===== src/rtl/execute_muldiv_unit.sv =====
// Iterative shift-add multiplier / restoring divider for the execute stage (MUL, UMULH, SMULH, UDIV, SDIV).
// Optional macro MULDIV_EARLY_OUT_EN: skip iteration for zero operands and illegal ops.
`ifndef WORD
`define WORD 64
`endif

module execute_muldiv_unit #(
  parameter int WORD  = `WORD,
  parameter int CNT_W = 7
) (
  input  logic            clk,
  input  logic            reset,
  input  logic            start,
  input  logic [2:0]      op,
  input  logic [WORD-1:0] operand_a,
  input  logic [WORD-1:0] operand_b,
  output logic            busy,
  output logic            stall,
  output logic            done,
  output logic [WORD-1:0] result
);

  localparam logic [2:0] OP_MUL   = 3'b000;
  localparam logic [2:0] OP_UMULH = 3'b001;
  localparam logic [2:0] OP_SMULH = 3'b010;
  localparam logic [2:0] OP_UDIV  = 3'b011;
  localparam logic [2:0] OP_SDIV  = 3'b100;

  typedef enum logic [1:0] {IDLE, CALC, FINISH} state_e;

  state_e           state_q, state_d;
  logic [2:0]       op_q, op_d;
  logic [CNT_W-1:0] cnt_q, cnt_d;
  logic [WORD-1:0]  acc_q, acc_d;
  logic [WORD-1:0]  lo_q, lo_d;
  logic [WORD-1:0]  opnd_q, opnd_d;
  logic             signNeg_q, signNeg_d;
  logic             bZero_q, bZero_d;
  logic             done_q, done_d;
  logic [WORD-1:0]  result_q, result_d;

  logic            signedIn, divIn, earlyOut;
  logic [WORD-1:0] aMag, bMag;
  logic            divOp;
  logic [WORD:0]   mulSum, mulHi;
  logic [WORD:0]   trialRem;
  logic            noBorrow;
  logic [WORD-1:0] remSub;

  assign signedIn = (op == OP_SMULH) || (op == OP_SDIV);
  assign divIn    = (op == OP_UDIV) || (op == OP_SDIV);
  assign aMag     = (signedIn && operand_a[WORD-1]) ? -operand_a : operand_a;
  assign bMag     = (signedIn && operand_b[WORD-1]) ? -operand_b : operand_b;

`ifdef MULDIV_EARLY_OUT_EN
  assign earlyOut = (operand_b == '0) || ((operand_a == '0) && !divIn && (op <= OP_SMULH)) ||
                    (op > OP_SDIV);
`else
  assign earlyOut = 1'b0;
`endif

  // One radix-2 step of each datapath; CALC picks whichever the latched op needs.
  assign divOp    = (op_q == OP_UDIV) || (op_q == OP_SDIV);
  assign mulSum   = {1'b0, acc_q} + {1'b0, opnd_q};
  assign mulHi    = lo_q[0] ? mulSum : {1'b0, acc_q};
  // The trial remainder keeps WORD+1 bits so divisors with the MSB set still divide correctly.
  assign trialRem = {acc_q, lo_q[WORD-1]};
  assign noBorrow = trialRem >= {1'b0, opnd_q};
  assign remSub   = trialRem[WORD-1:0] - opnd_q;

  // Next-state, datapath and result logic.
  always_comb begin
    state_d   = state_q;
    op_d      = op_q;
    cnt_d     = cnt_q;
    acc_d     = acc_q;
    lo_d      = lo_q;
    opnd_d    = opnd_q;
    signNeg_d = signNeg_q;
    bZero_d   = bZero_q;
    done_d    = 1'b0;
    result_d  = result_q;
    unique case (state_q)
      IDLE: begin
        if (start) begin
          op_d      = op;
          signNeg_d = signedIn && (operand_a[WORD-1] ^ operand_b[WORD-1]);
          bZero_d   = (operand_b == '0);
          cnt_d     = '0;
          acc_d     = '0;
          lo_d      = divIn ? aMag : bMag;
          opnd_d    = divIn ? bMag : aMag;
          if (earlyOut) begin
            lo_d    = '0;
            state_d = FINISH;
          end else begin
            state_d = CALC;
          end
        end
      end
      CALC: begin
        cnt_d = cnt_q + CNT_W'(1);
        if (divOp) begin
          acc_d = noBorrow ? remSub : trialRem[WORD-1:0];
          lo_d  = {lo_q[WORD-2:0], noBorrow};
        end else begin
          acc_d = mulHi[WORD:1];
          lo_d  = {mulHi[0], lo_q[WORD-1:1]};
        end
        if (cnt_q == CNT_W'(WORD-1)) state_d = FINISH;
      end
      FINISH: begin
        // SMULH high half of the negated product: ~hi plus the carry out of ~lo + 1.
        unique case (op_q)
          OP_MUL:   result_d = lo_q;
          OP_UMULH: result_d = acc_q;
          OP_SMULH: result_d = signNeg_q ? (~acc_q + WORD'(lo_q == '0)) : acc_q;
          OP_UDIV:  result_d = bZero_q ? '0 : lo_q;
          OP_SDIV:  result_d = bZero_q ? '0 : (signNeg_q ? -lo_q : lo_q);
          default:  result_d = '0;
        endcase
        done_d  = 1'b1;
        state_d = IDLE;
      end
      default: state_d = IDLE;
    endcase
  end

  // State and datapath registers; reset discards any in-flight operation.
  always_ff @(posedge clk or posedge reset) begin
    if (reset) begin
      state_q   <= IDLE;
      op_q      <= '0;
      cnt_q     <= '0;
      acc_q     <= '0;
      lo_q      <= '0;
      opnd_q    <= '0;
      signNeg_q <= 1'b0;
      bZero_q   <= 1'b0;
      done_q    <= 1'b0;
      result_q  <= '0;
    end else begin
      state_q   <= state_d;
      op_q      <= op_d;
      cnt_q     <= cnt_d;
      acc_q     <= acc_d;
      lo_q      <= lo_d;
      opnd_q    <= opnd_d;
      signNeg_q <= signNeg_d;
      bZero_q   <= bZero_d;
      done_q    <= done_d;
      result_q  <= result_d;
    end
  end

  assign busy   = (state_q != IDLE);
  assign stall  = busy | (start & ~busy);
  assign done   = done_q;
  assign result = result_q;

endmodule


===== config.mk =====
export PLATFORM = sky130hd
export DESIGN_NAME = execute_muldiv_unit
export DESIGN_NICKNAME = d
export VERILOG_FILES = /design/src/rtl/execute_muldiv_unit.sv
export SDC_FILE = /design/constraint.sdc
export NUM_CORES = 2
export LEC_CHECK = 0
export ABC_AREA = 0
export CORE_ASPECT_RATIO = 0.8
export CORE_UTILIZATION = 56
export CTS_BUF_LIST = sky130_fd_sc_hd__clkbuf_16
export DETAILED_ROUTE_END_ITERATION = 8
export MAX_ROUTING_LAYER = met4
export PLACE_DENSITY = 0.8
export RECOVER_POWER = 50
export SETUP_SLACK_MARGIN = 0.3
export SYNTH_ARGS = -nofsm -noshare
export SYNTH_HDL_FRONTEND = slang
export SYNTH_SLANG_ARGS = --single-unit

===== constraint.sdc =====
create_clock -name clk -period 9.92 [get_ports clk]
set_input_delay 1.984 -clock clk [delete_from_list [all_inputs] [get_ports clk]]
set_output_delay 1.984 -clock clk [all_outputs]
set_load 0.005 [all_outputs]

======== Word-level counts from Yosys, hierarchy flattened ========
Index checks and enable logic that the tools add are counted.
storage, ports and cells
  bits of input ports ..................... 134
  register bits after elaboration ......... 271
  logic and storage cells ................. 73
operators by class
  equality and inequality tests ........... 12
  bitwise logic cells ..................... 5
  muxes and demuxes ....................... 23
  add/sub/neg operators ................... 7
  reductions and logical operators ........ 15
  magnitude comparators ................... 1
operators with widths
  kind                                                                   number
  64-bit 2-to-1 mux                                                      13
  64-bit case mux with 5 select lines                                    1
  64-bit case mux with 2 select lines                                    2
  64-bit negation                                                        3
  64-bit zero test                                                       2
  64-bit by 64-bit adder with 65-bit output                              1
  65-bit by 64-bit greater-or-equal comparator with 1-bit output         1
  65-bit 2-to-1 mux                                                      1
  64-bit by 1-bit adder with 64-bit output                               1
  64-bit inverter                                                        1
  64-bit subtractor                                                      1
  7-bit case mux with 2 select lines                                     1
  3-bit by 2-bit equality test with 1-bit output, second input constant  4
  7-bit by 1-bit adder with 7-bit output, second input constant          1
  7-bit by 6-bit equality test with 1-bit output, second input constant  1
  7-bit 2-to-1 mux                                                       1
  3-bit equality test, second input constant                             2
  2-bit AND reduction                                                    3
  2-bit 2-to-1 mux                                                       2
  2-bit != test, second input constant                                   2
  2-bit case mux with 2 select lines                                     1
  2-bit nonzero test                                                     2
  3-bit by 1-bit equality test with 1-bit output, second input constant  1
  1-bit logical AND                                                      3
  other kinds (10)                                                       12

======== Logic depth before layout (Yosys ltp) ========
  depth after elaboration ................. 7
  mapped depth ............................ 23

======== Worst setup path before layout ========
Ideal clock, no wire load.
  path type ............................... register -> register
  start point ............................. register lo_q[0]
  end point ............................... register result_q[62] (netlist: result[62])
  stages on the path, launching flop included .. 24
  path buffers ............................ 3
  library setup time ...................... 0.121 ns
  data arrival time ....................... 5.919 ns
  period minus slack after synthesis ...... 6.040 ns
  slack ................................... 3.880 ns
  required time ........................... 9.799 ns
  cell sequence ........................... dfrtp_1 -> clkbuf_1 -> inv_1 -> clkbuf_1 -> ha_1 -> or3b_1 -> nor4b_1 -> nand3_1 -> nand2b_1 -> or4_1 -> nor3_1 -> ha_1 -> ha_1 -> nand2_1 -> nor2_1 -> nand2_1 -> or3_1 -> buf_2 -> or4_4 -> or2_4 -> o31ai_4 -> xor2_1 -> o21ai_1 -> a22o_1
on the way
  word-level cells in the longest chain between the ends .. 4
ends and longest elaborated chain
  item                                                                                  line      source
  from (decl)                                                                           35        logic [WORD-1:0] lo_q, lo_d;
  from (signal assigned)                                                                147       lo_q <= lo_d;
  64-bit zero test / 64-bit negation (equally long branches)                            117, 119
  64-bit by 1-bit adder with 64-bit output / 64-bit 2-to-1 mux (equally long branches)  117, 119
  64-bit 2-to-1 mux, on equally long branches                                           117, 119
  64-bit case mux with 5 select lines *                                                 114       unique case (op_q)
  to (signal assigned)                                                                  152       result_q <= result_d;
  to (decl)                                                                             40        logic [WORD-1:0] result_q, result_d;
Every way passes the cells marked *; elsewhere a longest branch is shown, timed or not.
A chain may end at the register's enable or synchronous reset.

======== Final worst setup path ========
Same ends and word-level chain as after synthesis.

==> results.ini <==
[critical_path]
cp_max_fo=16
critPathMostFrequentCell=ha_1
crit-reg2reg-launch=lo_q[0]
cp_data_arrival_time_ns=7.50
required_ns=10.37
slowest_delay_ns=0.73
critPathBufInv=1
crit_chain=inv_1 -> ha_1 -> or3b_1 -> nor4b_1 -> nand3_1 -> nand2b_1 -> or4_1 -> nor3_1 -> ha_1 -> ha_1 -> nand2_1 -> nor2_1 -> nand2_1 -> or3_1 -> or4_4 -> or2_4 -> o31ai_4 -> xor2_1 -> o21ai_1 -> a22o_1
cp_slowest_cell=nor4b_1
startpoint=lo_q[0]
path_delay_family=simple AND/OR/NAND/NOR gates
cp-end-kind=flop
startpoint_type=flop
critical_path_class=reg2reg

[pwr]
powerDensity_nw_per_um2=383
p_seq_frac=0.220
power_frac_comb=0.678
ir_drop_mv=0.255
internal_power_mw=5.13
power_switching_mw=7.09
cellLeakagePower_nw=12.6
clockPowerShare=0.102
switching_share=0.580

[logic_synthesis]
ys_ff_latch=271
synth_top_area_frac=0.237
synthTopCellsByCount=nand2_1, o21ai_0, a21oi_1
synth_most_common_cell=nand2_1
synth_cell_types=82
ys_async_sr_fraction=1.00
synth.area.mux_share=0.0121
synth_compound_area_frac=0.340
yosys_warnings=0
synthXorXnorAreaFrac=0.0714
synth-simple-area-share=0.222
ys_seq_area_frac=0.237
synth_nets=4273
synth_top_family_by_area=compound AO/OA/AOI/OAI gates
syn_inst=4003
synth_flop_cell=dfrtp_1
synth_edf_count=0
synth_area_leader_cell=dfrtp_1
yosys-top-cells-area=dfrtp_1, o21ai_0, nand2_1, a21oi_1, ha_1
avgSynthCellArea_um2=7.14
synthAdderAreaFrac=0.0601
synthesis.area_um2=28600

[timing]
drv_slew=271
period_share=0.710
skew_ns=0.0382
hold_viol=0
tightest_slew_ns=5.68
tns_ns=0
setup_viol=0
period_minus_slack_ns=7.05
rsz0062_at_grt=no
fmax_mhz=142
hold_slack_ns=0.473
relSlewSlack=-2.81

[floorplan]
die_x_um=255
die_area_um2=51900
core_um2=50100
start_util=0.571
chipHeight_um=204
pin_count=201
row_count=73

[clocking]
clock_path_buffers=3
tritoncts=yes
cts_inserted_buffers=34
cts-htree-levels=2
post-cts-setup-buffers=0
postCtsResizedCells=0
ctsHoldBuffers=0
cts.clk_slew.worst_paths_ns=0.06
clkSinkCount=271
root_buffer=clkbuf_16
clkLatencyLatePin_ns=0.58

[worst_hold_path]
hold_path_class=reg2reg
hold_start=result[48]

[layout]
nets=4266
post-route-cell-area_um2=31900
regArea_um2=6790
fill_cells=4587
multi_input_area_um2=20300
drive_above_1_share=0.0388
area_delta_synth_final_pct=11.6

[place]
gp_congestion=1.09
post_dp_cell_area_um2=30900
hpwl_um=99600
numPortBuffers=200

[detailed_routing]
avgViaCountPerCell=7.02
drt_iter0_drc=5327
routed_wl_um=129000
drc_errors=0
wire_per_inst_um=27.4
routed-via-count=33000
dr.pass1.iters=9
antenna_left=0

[run_status]
status=complete, but fails checks
violations=capacitance limit, slew limit

[global_routing]
grt_pass1_vias=28800
grt.total_usage=0.499
grt_pass1_wl_um=188000
grt_overflow_total=0
antenna_found_initial=8
grt_max_degree=146

[run]
maxCapViolations=3

[per-stage QoR]
step / power, mW / worst slack, ns / util / cells
floorplan: 7.65 / 0.469 / - / 4003
global placement: 10.3 / 3.43 / 0.616 / 4635
detailed placement: 10.4 / 3.21 / 0.616 / 4635
CTS: 11.6 / 3.16 / 0.637 / 4695
global route: 12.8 / 2.66 / 0.637 / 4703
finish: 12.2 / 2.87 / 0.638 / 4704
[registers in the layout, summed over array words and instances, names as in the netlist]
name	cells
acc_q	64
lo_q	64
opnd_q	64
result	64
cnt_q	7
op_q	3
state_q	2
bZero_q	1
done	1
signNeg_q	1
[kinds of logic after synthesis]
| logic type | after synthesis |
|---|---|
| compound gates | 1535 |
| simple gates | 1363 |
| buf+inv | 431 |
| flops | 271 |
| xor+xnor | 233 |
| fa+ha+maj | 136 |
| mux | 34 |
[cell usage in the layout, fill, tap and decap left out, types with 33 or more instances in the layout]
cell             instances
a211oi_1               126
a21o_1                  82
a21oi_1                367
a22o_1                  48
a31oi_1                 78
buf_4                   49
clkbuf_16               35
clkdlybuf4s50_1        135
dfrtp_1                269
dlygate4sd3_1           65
ha_1                   134
inv_1                  140
nand2_1                537
nand3_1                 82
nand4_1                 43
nor2_1                 310
nor2b_1                 33
nor3_1                  83
o211ai_1               107
o21a_1                  41
o21ai_0                409
o31ai_1                 67
or3_1                   48
or4_1                   43
xnor2_1                135
xor2_1                  98
[area by class of cell]
| cell class | count | share of cell area |
|---|---|---|
| clock buffer | 35 | 0.0274 |
| inverter | 137 | 0.0162 |
| multi-input combinational | 3301 | 0.636 |
| tap | 675 | 0.0265 |
| sequential | 271 | 0.213 |
| antenna | 9 | 0.000706 |
| clock inverter | 25 | 0.00549 |
| timing repair buffer | 251 | 0.0750 |
[routing by layer]
layer  routed length, µm  global-route usage  share of wire
met1               52000               0.682           0.40
met2               47300               0.608           0.37
met3               23300               0.246           0.18
met4                6210               0.201          0.048
met5                   0                   -              0
[power groups by stage]
stage | clock [mW] | combinational, mW | sequential, mW
5_1_grt | 1.27 | 8.88 | 2.66
3_3_place_gp | 0 | 7.79 | 2.54
6_report | 1.24 | 8.29 | 2.69
3_5_place_dp | 0 | 7.81 | 2.56
4_1_cts | 1.23 | 7.86 | 2.54
2_1_floorplan | 0 | 5.74 | 1.91
[path summary, 6_finish.rpt]
path | end | slack [ns] | cells past startpoint
setup / recovery | result[62] | 2.87 | 20
hold / removal | result[48] | 0.47 | 1
setup reg to reg | result[62] | 2.87 | 20
hold reg to reg | result[48] | 0.47 | 1
max in group asynchronous | lo_q[17] | 3.74 | 2
min in group asynchronous | acc_q[52] | 3.60 | 2
[worst register-to-register path, delay by kind of cell, from the launching register on]
kind / cells / cell delay [ns]
buf+inv: 1 / 0.11
compound gates: 3 / 0.50
fa+ha+maj: 3 / 0.69
flops: 1 / 0.58
simple gates: 12 / 4.87
xor+xnor: 1 / 0.18
(Power assumes the default switching activity.)
